`src/rtl/pingpang_pkg.sv`:
```
// Shared definitions for the ping-pong read-stream checker.
package pingpang_pkg;

  // Last byte value of the generator sequence; must be odd so words pair up.
  localparam int unsigned MAX_VAL = 99;

  typedef enum logic {
    SYNC   = 1'b0,
    LOCKED = 1'b1
  } state_e;

  // Low byte expected in the word after one whose low byte is lo.
  // max_v is the sequence's last byte, so the last low byte is max_v-1.
  function automatic logic [7:0] next_lo(input logic [7:0] lo, input logic [7:0] max_v);
    if (lo == max_v - 8'd1) begin
      next_lo = 8'd0;
    end else begin
      next_lo = lo + 8'd2;
    end
  endfunction

endpackage

```
`src/rtl/sat_cnt.sv`:
```
// Width-parameterised saturating up-counter with synchronous clear.
module sat_cnt #(
  parameter int unsigned WIDTH = 16
) (
  input  logic             clk,
  input  logic             rst,
  input  logic             clr,
  input  logic             inc,
  output logic [WIDTH-1:0] cnt
);

  logic [WIDTH-1:0] cnt_q;
  logic [WIDTH-1:0] cnt_d;

  // Clear beats increment; increment stops at all-ones.
  always_comb begin
    cnt_d = cnt_q;
    if (clr) begin
      cnt_d = '0;
    end else if (inc && (cnt_q != '1)) begin
      cnt_d = cnt_q + 1'b1;
    end
  end

  // Counter register.
  always_ff @(posedge clk) begin
    if (rst) begin
      cnt_q <= '0;
    end else begin
      cnt_q <= cnt_d;
    end
  end

  assign cnt = cnt_q;

endmodule

```
`src/rtl/pingpang_rx_check.sv`:
```
// Checker for the ping-pong controller read stream: locks onto the
// 0..MAX_VAL byte pattern (two bytes per word, low byte first) and reports
// errors, counters and the first bad word.
//
// state  | meaning
// SYNC   | hunting: counting consecutive in-sequence consistent words
// LOCKED | tracking: every valid word is compared with the expected word
module pingpang_rx_check
  import pingpang_pkg::*;
#(
  parameter int unsigned MAX_VAL   = pingpang_pkg::MAX_VAL,
  parameter int unsigned LOCK_CNT  = 4,
  parameter int unsigned ERR_LIMIT = 3
) (
  input  logic        sys_clk,
  input  logic        sys_rst,
  input  logic        data_valid,
  input  logic [15:0] data_out,
  input  logic        cnt_clr,
  output logic        locked,
  output logic        err_pulse,
  output logic [15:0] err_cnt,
  output logic [31:0] word_cnt,
  output logic [15:0] first_bad,
  output logic        bad_seen
);

  localparam logic [7:0] MAX_B   = 8'(MAX_VAL);
  localparam logic [7:0] LAST_LO = 8'(MAX_VAL - 1);
  localparam logic [3:0] LOCK_N  = 4'(LOCK_CNT);
  localparam logic [3:0] MISS_N  = 4'(ERR_LIMIT);

  state_e      state_q, state_d;
  logic [7:0]  exp_lo_q, exp_lo_d;
  logic [3:0]  match_cnt_q, match_cnt_d;
  logic [3:0]  miss_cnt_q, miss_cnt_d;
  logic        err_pulse_q, err_pulse_d;
  logic [31:0] word_cnt_q, word_cnt_d;
  logic [15:0] first_bad_q, first_bad_d;
  logic        bad_seen_q, bad_seen_d;

  logic [7:0]  lo, hi;
  logic        word_ok;
  logic        mismatch;
  logic [3:0]  match_next;
  logic [3:0]  miss_next;

  assign lo       = data_out[7:0];
  assign hi       = data_out[15:8];
  assign word_ok  = ~lo[0] && (lo <= LAST_LO) && (hi == lo + 8'd1);
  assign mismatch = data_valid && (state_q == LOCKED) &&
                    (data_out != {exp_lo_q + 8'd1, exp_lo_q});

  // Next-state logic: sync hunting, lock tracking and error pulse.
  always_comb begin
    state_d     = state_q;
    exp_lo_d    = exp_lo_q;
    match_cnt_d = match_cnt_q;
    miss_cnt_d  = miss_cnt_q;
    err_pulse_d = 1'b0;
    match_next  = 4'd0;
    miss_next   = miss_cnt_q + 4'd1;
    case (state_q)
      SYNC: begin
        if (data_valid) begin
          if (word_ok) begin
            exp_lo_d = next_lo(lo, MAX_B);
            // An out-of-order but consistent word restarts the run from itself.
            if ((match_cnt_q == 4'd0) || (lo == exp_lo_q)) begin
              match_next = match_cnt_q + 4'd1;
            end else begin
              match_next = 4'd1;
            end
            if (match_next >= LOCK_N) begin
              state_d     = LOCKED;
              match_cnt_d = 4'd0;
              miss_cnt_d  = 4'd0;
            end else begin
              match_cnt_d = match_next;
            end
          end else begin
            match_cnt_d = 4'd0;
          end
        end
      end
      LOCKED: begin
        if (data_valid) begin
          // Advance even on a mismatch so a single glitched word costs one error.
          exp_lo_d = next_lo(exp_lo_q, MAX_B);
          if (mismatch) begin
            err_pulse_d = 1'b1;
            if (miss_next >= MISS_N) begin
              state_d     = SYNC;
              match_cnt_d = 4'd0;
              miss_cnt_d  = 4'd0;
            end else begin
              miss_cnt_d = miss_next;
            end
          end else begin
            miss_cnt_d = 4'd0;
          end
        end
      end
      default: state_d = SYNC;
    endcase
  end

  // Word counter and first-bad capture; clear takes priority over update.
  always_comb begin
    word_cnt_d  = word_cnt_q;
    first_bad_d = first_bad_q;
    bad_seen_d  = bad_seen_q;
    if (cnt_clr) begin
      word_cnt_d  = 32'd0;
      first_bad_d = 16'd0;
      bad_seen_d  = 1'b0;
    end else begin
      if (data_valid) begin
        word_cnt_d = word_cnt_q + 32'd1;
      end
      if (mismatch && !bad_seen_q) begin
        first_bad_d = data_out;
        bad_seen_d  = 1'b1;
      end
    end
  end

  // State and status registers.
  always_ff @(posedge sys_clk) begin
    if (sys_rst) begin
      state_q     <= SYNC;
      exp_lo_q    <= 8'd0;
      match_cnt_q <= 4'd0;
      miss_cnt_q  <= 4'd0;
      err_pulse_q <= 1'b0;
      word_cnt_q  <= 32'd0;
      first_bad_q <= 16'd0;
      bad_seen_q  <= 1'b0;
    end else begin
      state_q     <= state_d;
      exp_lo_q    <= exp_lo_d;
      match_cnt_q <= match_cnt_d;
      miss_cnt_q  <= miss_cnt_d;
      err_pulse_q <= err_pulse_d;
      word_cnt_q  <= word_cnt_d;
      first_bad_q <= first_bad_d;
      bad_seen_q  <= bad_seen_d;
    end
  end

  sat_cnt #(.WIDTH(16)) u_err_cnt (
    .clk (sys_clk),
    .rst (sys_rst),
    .clr (cnt_clr),
    .inc (mismatch),
    .cnt (err_cnt)
  );

  assign locked    = (state_q == LOCKED);
  assign err_pulse = err_pulse_q;
  assign word_cnt  = word_cnt_q;
  assign first_bad = first_bad_q;
  assign bad_seen  = bad_seen_q;

endmodule

```
`config.mk`:
```
export PLATFORM = sky130hd
export DESIGN_NAME = pingpang_rx_check
export DESIGN_NICKNAME = d
export VERILOG_FILES = /design/src/rtl/pingpang_pkg.sv /design/src/rtl/sat_cnt.sv /design/src/rtl/pingpang_rx_check.sv
export SDC_FILE = /design/constraint.sdc
export NUM_CORES = 1
export LEC_CHECK = 0
export BUFFER_PORTS_ARGS = -buffer_cell sky130_fd_sc_hd__buf_2
export CORE_ASPECT_RATIO = 1.75
export CORE_UTILIZATION = 30
export DETAILED_ROUTE_END_ITERATION = 8
export HOLD_SLACK_MARGIN = 0.15
export PLACE_DENSITY = 0.46
export SLEW_MARGIN = 20
export SYNTH_ARGS = -nofsm -noshare
export SYNTH_HDL_FRONTEND = slang
export SYNTH_SLANG_ARGS = --single-unit
```
`constraint.sdc`:
```
create_clock -name sys_clk -period 5.5 [get_ports sys_clk]
set_clock_uncertainty 0.1 [all_clocks]
set_input_delay 0 -clock sys_clk [delete_from_list [all_inputs] [get_ports sys_clk]]
set_output_delay 0 -clock sys_clk [all_outputs]
set_load 0.02 [all_outputs]
```
==> results.toml, run 1 <==
[detailed_routing]
drt_iter0_drc = 148
ant_nets = 0
wl_mm = 12.6
vias_per_cell = 5.13
wl_per_cell_um = 15.3
dr.pass1.iters = 6
drc = 0
vias = 4238

[die]
core-area_mm2 = 0.0148
pin_count = 87
dieHeight_um = 164
die_area_mm2 = 0.0156
dieWidth_um = 94.8
start_util_pct = 30.5
rows = 59

[critical_path]
slowest_stage = "and4_1"
cp_data_required_time_ns = 5.62
worst-path-max-fanout = 33
cpMostUsedCell = "nor4_1"
max_stage_delay_ns = 0.85
arrival_ns = 3.17
path_class = "reg2reg"
crit_chain = "ha_1 > nand4_1 > nor4_1 > a31oi_1 > o21ai_1 > and4_1 > nor4_1 > mux2_2"
start_kind = "flip-flop"
critPathCaptureType = "flip-flop"

[placement]
dp_hpwl_mm = 9.49
io_buffers = 86
gp_congestion = 0.816

[timing]
setup_viol = 0
fin_crit_ns = 3.05
hold_slack_ns = 0.362
max_freq_mhz = 328
timing.final.crit_share_pct = 55.4
slew_violations = 0
setup_tns_ns = 0
hold_viol = 0
rsz0062_at_grt = "false"
tightest_slew_ns = 0.938
slew_headroom_pct = 37.4

[global_routing]
grt_pass1_wl_mm = 20.3
antenna_found_initial = 0
grt-busiest-layer = "met2"
gr-usage-all-layers_pct = 16.8
grt-ovfl-total = 0
grt_use_met2_pct = 32.9
grt_max_degree = 45
met1_usage_pct = 17.2
grt_pass1_vias = 4036
use_met3_pct = 2.67

[clock_network]
clock_latency_ns = 0.34
cts_max_level = 3
post_cts_buffers = 0
tritoncts = "done"
cts_resized = 0
ctsRootBufferMaster = "clkbuf_16"
clk_path_buf_depth = 2
cts_num_sinks = 83
cts_buffers = 9
holdBufCountCts = 20
path_clk_slew_ns = 0.06

[layout]
area_growth_pct = 21.8
drive_gt1_share_pct = 17.6
fin_nets = 670
layout_common_cells = "86 x buf_2, 83 x dfxtp_1, 51 x nand2_1, 51 x nor2_1, 37 x nand3_1"
diodes = 0
layout_commonest_cell = "buf_2"

[run]
cap_violations = 0

[hold_path]
hold_path_class = "reg2reg"

[synth]
yosysWarnings = 0
synth_flop_cell = "dfxtp_1"
seq_area_frac_synth_pct = 36.7
ys_ff_latch = 83
synth_fp_nets = 587
synth_cells = 555
yosysUniqueCellTypes = 58
synth_edf_count = 0
avgSynthCellArea_um2 = 8.15
synthArstFlopShare_pct = 0
netlist_area_mm2 = 0.00453

[power_and_ir_drop]
p_per_area_mw_per_mm2 = 228
peakVddDrop_mv = 0.142
p_leak_uw = 0.00206

[outcome]
status = "complete, no violations"
cell type report:
| type | count | area (µm²) |
|---|---|---|
| Fill cell | 1595 | 9330 |
| Multi-Input combinational cell | 421 | 2640 |
| Sequential cell | 83 | 1660 |
| Timing Repair Buffer | 108 | 646 |
| Clock buffer | 11 | 243 |
| Tap cell | 183 | 229 |
| Inverter | 15 | 56.3 |
| Clock inverter | 5 | 36.3 |
cells in the mapped netlist, types with 7 or more instances:
master / instances / area (µm²)
xnor2_1: 27 / 236
and3_1: 7 / 43.8
nand3_1: 37 / 185
xor2_1: 30 / 263
or3_1: 20 / 125
nand4_1: 22 / 138
inv_1: 15 / 56.3
clkbuf_1: 20 / 75.1
nor2_1: 52 / 195
nor3_1: 12 / 60.1
buf_2: 12 / 60.1
o21ai_0: 35 / 175
nand2_1: 51 / 191
dfxtp_1: 83 / 1660
ha_1: 12 / 150
a211oi_1: 7 / 52.6
a31oi_1: 8 / 50.1
and2_1: 7 / 43.8
a21oi_1: 23 / 115
stage by stage:
stage	instance area [µm²]	cells	worst slack [ns]	power, µW	utilization (%)
4_1_cts	5510	826	2.47	1280	37.1
2_1_floorplan	4530	555	3.11	667	-
6_report	5510	826	2.45	1260	37.1
5_1_grt	5510	826	2.15	1310	37.1
3_5_place_dp	5030	790	2.48	691	33.9
3_3_place_gp	5030	790	2.57	690	33.9
final timing paths:
| check | startpoint | endpoint | slack [ns] | cells past startpoint |
|---|---|---|---|---|
| worst max-delay path | exp_lo_q[2] | miss_cnt_q[0] | 2.45 | 8 |
| worst min-delay path | first_bad[3] | first_bad[3] | 0.36 | 2 |
| worst max register to register | exp_lo_q[2] | miss_cnt_q[0] | 2.45 | 8 |
| worst min register to register | first_bad[3] | first_bad[3] | 0.36 | 2 |
cells by family (layout without fill, tap and decap cells):
logic type | after synthesis | after routing | synth area share (%)
DFF | 83 | 83 | 36.7
and+or+nand+nor | 244 | 244 | 27.9
AOI/OAI and AO/OA | 101 | 101 | 14.0
xor gates and xnor gates | 58 | 58 | 11.6
adders and majority gates | 12 | 12 | 3.32
buffers and inverters | 51 | 139 | 5.14
muxes | 6 | 6 | 1.35
flip-flops by register name, indices dropped and copies added (netlist names):
signal	flops
word_cnt	32
match_cnt_q	4
miss_cnt_q	4
err_pulse	1
first_bad	16
locked	1
bad_seen	1
exp_lo_q	8
u_err_cnt.cnt	16
power breakdown:
| part | total, µW | switching (µW) | internal (µW) |
|---|---|---|---|
| clock network | 568 | 249 | 319 |
| registers | 602 | 0.979 | 601 |
| logic | 85.1 | 49.7 | 35.4 |
| total | 1260 | 299 | 956 |
critical path, delay by kind of cell (launching register included):
kind / cells / cell delay [ns]
mux: 1 / 0.30
simple gates: 4 / 1.51
compound gates: 2 / 0.21
fa+ha+maj: 1 / 0.32
flops: 1 / 0.47
layer usage:
metal  share of wire (%)  vias up
li1                    -     2129
met1                  39     2011
met2                  56       84
met3                 3.0       14
met4                 1.8        0
met5                   0        -
No activity file was read; power rests on OpenSTA's default activity.
==> run 2: changes to the inputs <==
ABC_AREA = 1   (was unset)
PLACE_DENSITY = 0.47   (was 0.46)
clock period = 2.7 ns   (was 5.5 ns; I/O delays follow)
==> run 2 against run 1 <==
Against the previous run:
- first-iteration DRC count down 2.7%
- setup slack worse by 2.2 ns
- sequential cell count stayed put
- utilization is 0.69 points higher
- critical endpoint is now u_err_cnt.cnt[0]
==> results.toml, run 2 <==
[global_routing]
grt_pass1_vias = 4748
grt_pass1_wl_mm = 23.3
antenna_found_initial = 0
grt-ovfl-total = 0
gr-usage-all-layers_pct = 17.9
grt_max_degree = 38

[timing]
hold_viol = 0
max_freq_mhz = 414
setup_tns_ns = 0
slew_headroom_pct = 45.9
slew_violations = 0
rsz0062_at_grt = "false"
setup_viol = 0
hold_slack_ns = 0.358
fin_crit_ns = 2.42
timing.final.crit_share_pct = 89.5
tightest_slew_ns = 0.810

[synth]
yosysUniqueCellTypes = 38
synth_most_common_cell = "nand2_1"
yosysWarnings = 0
synth_flop_cell = "dfxtp_1"
synth_top_cell_area_share_pct = 34.8
seq_area_frac_synth_pct = 34.8
synth_common_cells = "136 x nand2_1, 96 x nor2_1, 83 x dfxtp_1, 67 x inv_1, 46 x a21oi_1"
synth_area_leaders = "dfxtp_1 35%, nand2_1 11%, nor2_1 7.6%"
synth_fp_nets = 724
synth_edf_count = 0
netlist_area_mm2 = 0.00477
ys_ff_latch = 83
synthArstFlopShare_pct = 0
synth_top_cell_by_area = "dfxtp_1"
avgSynthCellArea_um2 = 6.89
synth_cells = 692

[placement]
io_buffers = 86
dpl-instance-area_mm2 = 0.00535
placed_cells = 948
dp_hpwl_mm = 11.1
gp_congestion = 0.884

[outcome]
status = "complete, no violations"

[critical_path]
critPathCaptureType = "flip-flop"
start_kind = "flip-flop"
worstReg2RegEnd = "u_err_cnt.cnt[0]"
arrival_ns = 2.55
cpMostUsedCell = "nand2_1"
worst-path-max-fanout = 18
max_stage_delay_ns = 0.49
crit_chain = "ha_1 > nand2_1 > nor2_1 > inv_1 > nand2_1 > nand2_1 > nand3_1 > nor2_1 > nand2_1 > nand2_2 > inv_2 > nand2_8 > o21ai_0 > a21oi_1"
slowest_stage = "dfxtp_1"
cp.buffers_inverters = 2
path_class = "reg2reg"
reg2regPathDepth = 14
cp_data_required_time_ns = 2.83
r2r_setup_slack_ns = 0.28
rr_startpoint = "exp_lo_q[2]"
path_delay_family = "simple AND/OR/NAND/NOR gates"

[clock_network]
post_cts_buffers = 0
ctsRootBufferMaster = "clkbuf_16"
path_clk_slew_ns = 0.06
cts_max_level = 3
clk_path_buf_depth = 2
tritoncts = "done"
cts_num_sinks = 83
clock_latency_ns = 0.34
cts_buffers = 9

[die]
die_area_mm2 = 0.0164
rows = 60
dieWidth_um = 97.3
dieHeight_um = 169
start_util_pct = 30.8
core-area_mm2 = 0.0155
pin_count = 87

[power_and_ir_drop]
switching_share_pct = 22.8
peakVddDrop_mv = 0.284
switching_power_uw = 619
p_per_area_mw_per_mm2 = 464
comb_power_share_pct = 6.2
pwr-share-clk_pct = 48.6
seqPwrFrac_pct = 45.2
p_leak_uw = 0.00242
p_int_uw = 2100

[layout]
fin_cells = 982
diodes = 0
ff_latch_area_mm2 = 0.00166
fin_nets = 824
final_core_util_pct = 37.8
area_growth_pct = 22.6
multi_input_area_mm2 = 0.00272
layout_commonest_cell = "nand2_1"
largest_reg_flops = 32
fin_area_mm2 = 0.00585
fill_cells = 1652
drive_gt1_share_pct = 17.7
layout_common_cells = "136 x nand2_1, 95 x nor2_1, 86 x buf_2"

[hold_path]
worstHoldStart = "miss_cnt_q[3]"
hold_path_class = "reg2reg"
min_to = "miss_cnt_q[3]"
min_path_cells = 2

[detailed_routing]
vias_per_cell = 4.95
wl_mm = 14.5
dr.pass1.iters = 4
wl_per_cell_um = 14.8
drt_iter0_drc = 144
ant_nets = 0
drc = 0
vias = 4858

[run]
cap_violations = 0
run 2: worst max-delay path by stage:
stage                      from           endpoint  depth (start not counted)
3_3_place_gp        exp_lo_q[1]      first_bad[15]                         15
6_report            exp_lo_q[2]   u_err_cnt.cnt[0]                         14
4_1_cts             exp_lo_q[1]      first_bad[15]                         15
2_1_floorplan  u_err_cnt.cnt[1]  u_err_cnt.cnt[10]                          9
3_5_place_dp        exp_lo_q[1]   u_err_cnt.cnt[0]                         14
5_1_grt             exp_lo_q[2]      first_bad[15]                         15
run 2: kinds of logic after synthesis:
group	synth area share [%]
simple gates	32.7
compound gates	12.6
buf+inv	8.26
xor+xnor	8.44
flops	34.8
fa+ha+maj	3.15
run 2: power groups by stage:
stage          combinational [µW]  clock (µW)  sequential [µW]
3_5_place_dp                  148           0             1250
4_1_cts                       170        1360             1230
6_report                      169        1320             1230
5_1_grt                       187        1400             1230
2_1_floorplan                89.8           0             1260
3_3_place_gp                  148           0             1250
run 2: cell type report:
cell class,count,area share [%]
repair buffers,109,11.2
clock inverters,5,1.35
well taps,186,3.98
multi-input cells,516,46.5
clock buffers,10,3.91
flip-flops and latches,83,28.4
inverters,73,4.68
run 2: tightest hold or removal path: cells and delay by family (launching register included):
family | cells | cell delay [ns]
simple gates | 2 | 0.10
flops | 1 | 0.32
run 2: through the flow:
step,power (µW),setup slack [ns]
3_5_place_dp,1400,0.241
6_report,2710,0.283
4_1_cts,2760,0.228
5_1_grt,2810,0.0205
3_3_place_gp,1400,0.259
2_1_floorplan,1340,0.593
run 2: what timing repair did:
item,4_1_cts,5_1_grt
endpoints found under the hold margin,42,0
setup endpoints to repair,0,4
gates resized for setup,0,2
hold buffers,19,0
run 2: routing by layer:
layer	share of wire, %	routed length (µm)	GRT usage, %
met2	55	7940	34.9
met4	3.3	476	8.44
met1	39	5730	18.7
met5	0	0	0
met3	2.8	401	2.15
==> run 3: changes to the inputs <==
BUFFER_PORTS_ARGS = unset   (was -buffer_cell sky130_fd_sc_hd__buf_2)
DONT_BUFFER_PORTS = 1   (was unset)
PLACE_DENSITY = 0.42   (was 0.47)
==> run 3 against run 2 <==
Against the previous run:
- global-route usage up 0.83 points
- power down 0.39%
- utilization down 0.97 points
- combinational power down 11%
- critical path depth unchanged
- clock power about the same
- sequential share of layout area up 0.73 points
- cell count down 5.1%
- highest routed layer unchanged
- hold slack worse by 0.26 ns
- critical path type unchanged
- setup slack better by 0.024 ns
- largest power group unchanged
==> results.toml, run 3 (same netlist as run 2, synthesis figures left out) <==
[outcome]
status = "complete, no violations"

[timing]
timing.final.crit_share_pct = 88.6
fin_crit_ns = 2.39
setup_tns_ns = 0
max_freq_mhz = 418
slew_violations = 0
rsz0062_at_grt = "false"
setup_viol = 0
hold_slack_ns = 0.0978
hold_viol = 0
tightest_slew_ns = 0.794
slew_headroom_pct = 47.0

[detailed_routing]
vias_per_cell = 4.96
drt_iter0_drc = 135
dr.pass1.iters = 5
drt-met1-wl_mm = 5.51
wl_met3_um = 733
wl_mm = 15.1
vias = 4625
drc = 0
ant_nets = 0
wl_met2_mm = 8.31
routed.top_layer = "met4"
wl_per_cell_um = 16.2

[critical_path]
arrival_ns = 2.51
critPathCaptureType = "flip-flop"
slowest_stage = "dfxtp_1"
path_delay_family = "simple AND/OR/NAND/NOR gates"
cpMostUsedCell = "nand2_1"
cp.buffers_inverters = 2
cp_data_required_time_ns = 2.82
crit_chain = "ha_1 > nand2_1 > nor2_1 > inv_1 > nand2_1 > nand2_1 > nand3_1 > nor2_1 > nand2_1 > nand2_2 > inv_2 > nand2_8 > o21ai_0 > a21oi_1"
path_class = "reg2reg"
worst-path-max-fanout = 18
start_kind = "flip-flop"
max_stage_delay_ns = 0.47

[global_routing]
grt_pass1_vias = 4619
gr-usage-all-layers_pct = 18.7
grt-ovfl-total = 0
grt_pass1_wl_mm = 24.1
grt_max_degree = 38
antenna_found_initial = 0

[layout]
final_core_util_pct = 36.9
area_growth_pct = 19.5
diodes = 0
fin_area_mm2 = 0.00570
fill_cells = 1699
layout_common_cells = "136 x nand2_1, 94 x nor2_1, 83 x dfxtp_1"
fin_nets = 773
layout_commonest_cell = "nand2_1"
drive_gt1_share_pct = 11.5
largest_reg_flops = 32

[placement]
dp_hpwl_mm = 11.3
gp_congestion = 0.966
io_buffers = 0
dpl-instance-area_mm2 = 0.00516

[clock_network]
ctsRootBufferMaster = "clkbuf_16"
cts_num_sinks = 83
post_cts_buffers = 0
cts_max_level = 3
path_clk_slew_ns = 0.06
clk_path_buf_depth = 2
clock_latency_ns = 0.34
cts_buffers = 9
tritoncts = "done"

[die]
die_area_mm2 = 0.0164
start_util_pct = 30.8
dieWidth_um = 97.3
rows = 60
core-area_mm2 = 0.0155
dieHeight_um = 169
pin_count = 87

[hold_path]
hold_path_class = "in2reg"

[power_and_ir_drop]
p_leak_uw = 0.00217
peakVddDrop_mv = 0.217
p_per_area_mw_per_mm2 = 474
power.total_uw = 2700

[run]
cap_violations = 0
run 3: cell types whose count changed in the layout (fill, tap and decap cells not counted), sizes merged:
cell / delta
buf: -54
clkinv: -3
clkbuf: +2
clkinvlp: +2
dlygate4sd3: +2
dlymetal6s4s: +1
run 3: final cells by class:
class / count / area, µm² / area share [%]
multi-input cells: 516 / 2730 / 47.8
flip-flops and latches: 83 / 1660 / 29.2
repair buffers: 58 / 493 / 8.65
inverters: 73 / 274 / 4.81
clock buffers: 12 / 236 / 4.15
well taps: 186 / 233 / 4.08
clock inverters: 4 / 75.1 / 1.32
run 3: worst paths after layout:
path / startpoint / endpoint / slack [ns] / cells past startpoint
setup / recovery: exp_lo_q[1] / u_err_cnt.cnt[0] / 0.31 / 14
hold / removal: data_out[9] / locked / 0.1 / 7
setup reg to reg: exp_lo_q[1] / u_err_cnt.cnt[0] / 0.31 / 14
hold reg to reg: miss_cnt_q[3] / miss_cnt_q[3] / 0.36 / 2
run 3: timing repair:
item / in CTS / in global routing
setup endpoints to repair: 0 / 3
gates resized for setup: 0 / 2
hold buffers: 21 / 2
hold endpoints to repair: 54 / 1
run 3: per-layer routing:
metal	vias up	track usage [%]
li1	2354	-
met1	2129	18.5
met2	113	37.0
met3	29	3.96
met4	0	7.99
met5	-	0
run 3: power by group:
group	internal, µW	leakage (µW)	switching, µW
logic	59.7	0.00135	90.2
clock network	813	0.000143	515
registers	1230	0.000668	0.985
total	2100	0.00217	606
run 3: worst reg2reg max path, stage by stage, from the launching register on:
cell and delay [ns]:
dfxtp_1 0.47, ha_1 0.28, nand2_1 0.10, nor2_1 0.13, inv_1 0.05, nand2_1 0.06, nand2_1 0.05, nand3_1 0.08
nor2_1 0.04, nand2_1 0.11, nand2_2 0.09, inv_2 0.29, nand2_8 0.19, o21ai_0 0.19, a21oi_1 0.05
run 3: stage by stage:
stage	setup slack (ns)	std cells
final	0.307	932
after global routing	0.0499	932
after CTS	0.0165	931
after detailed placement	0.308	894
after global placement	0.318	894
after floorplan	0.593	692
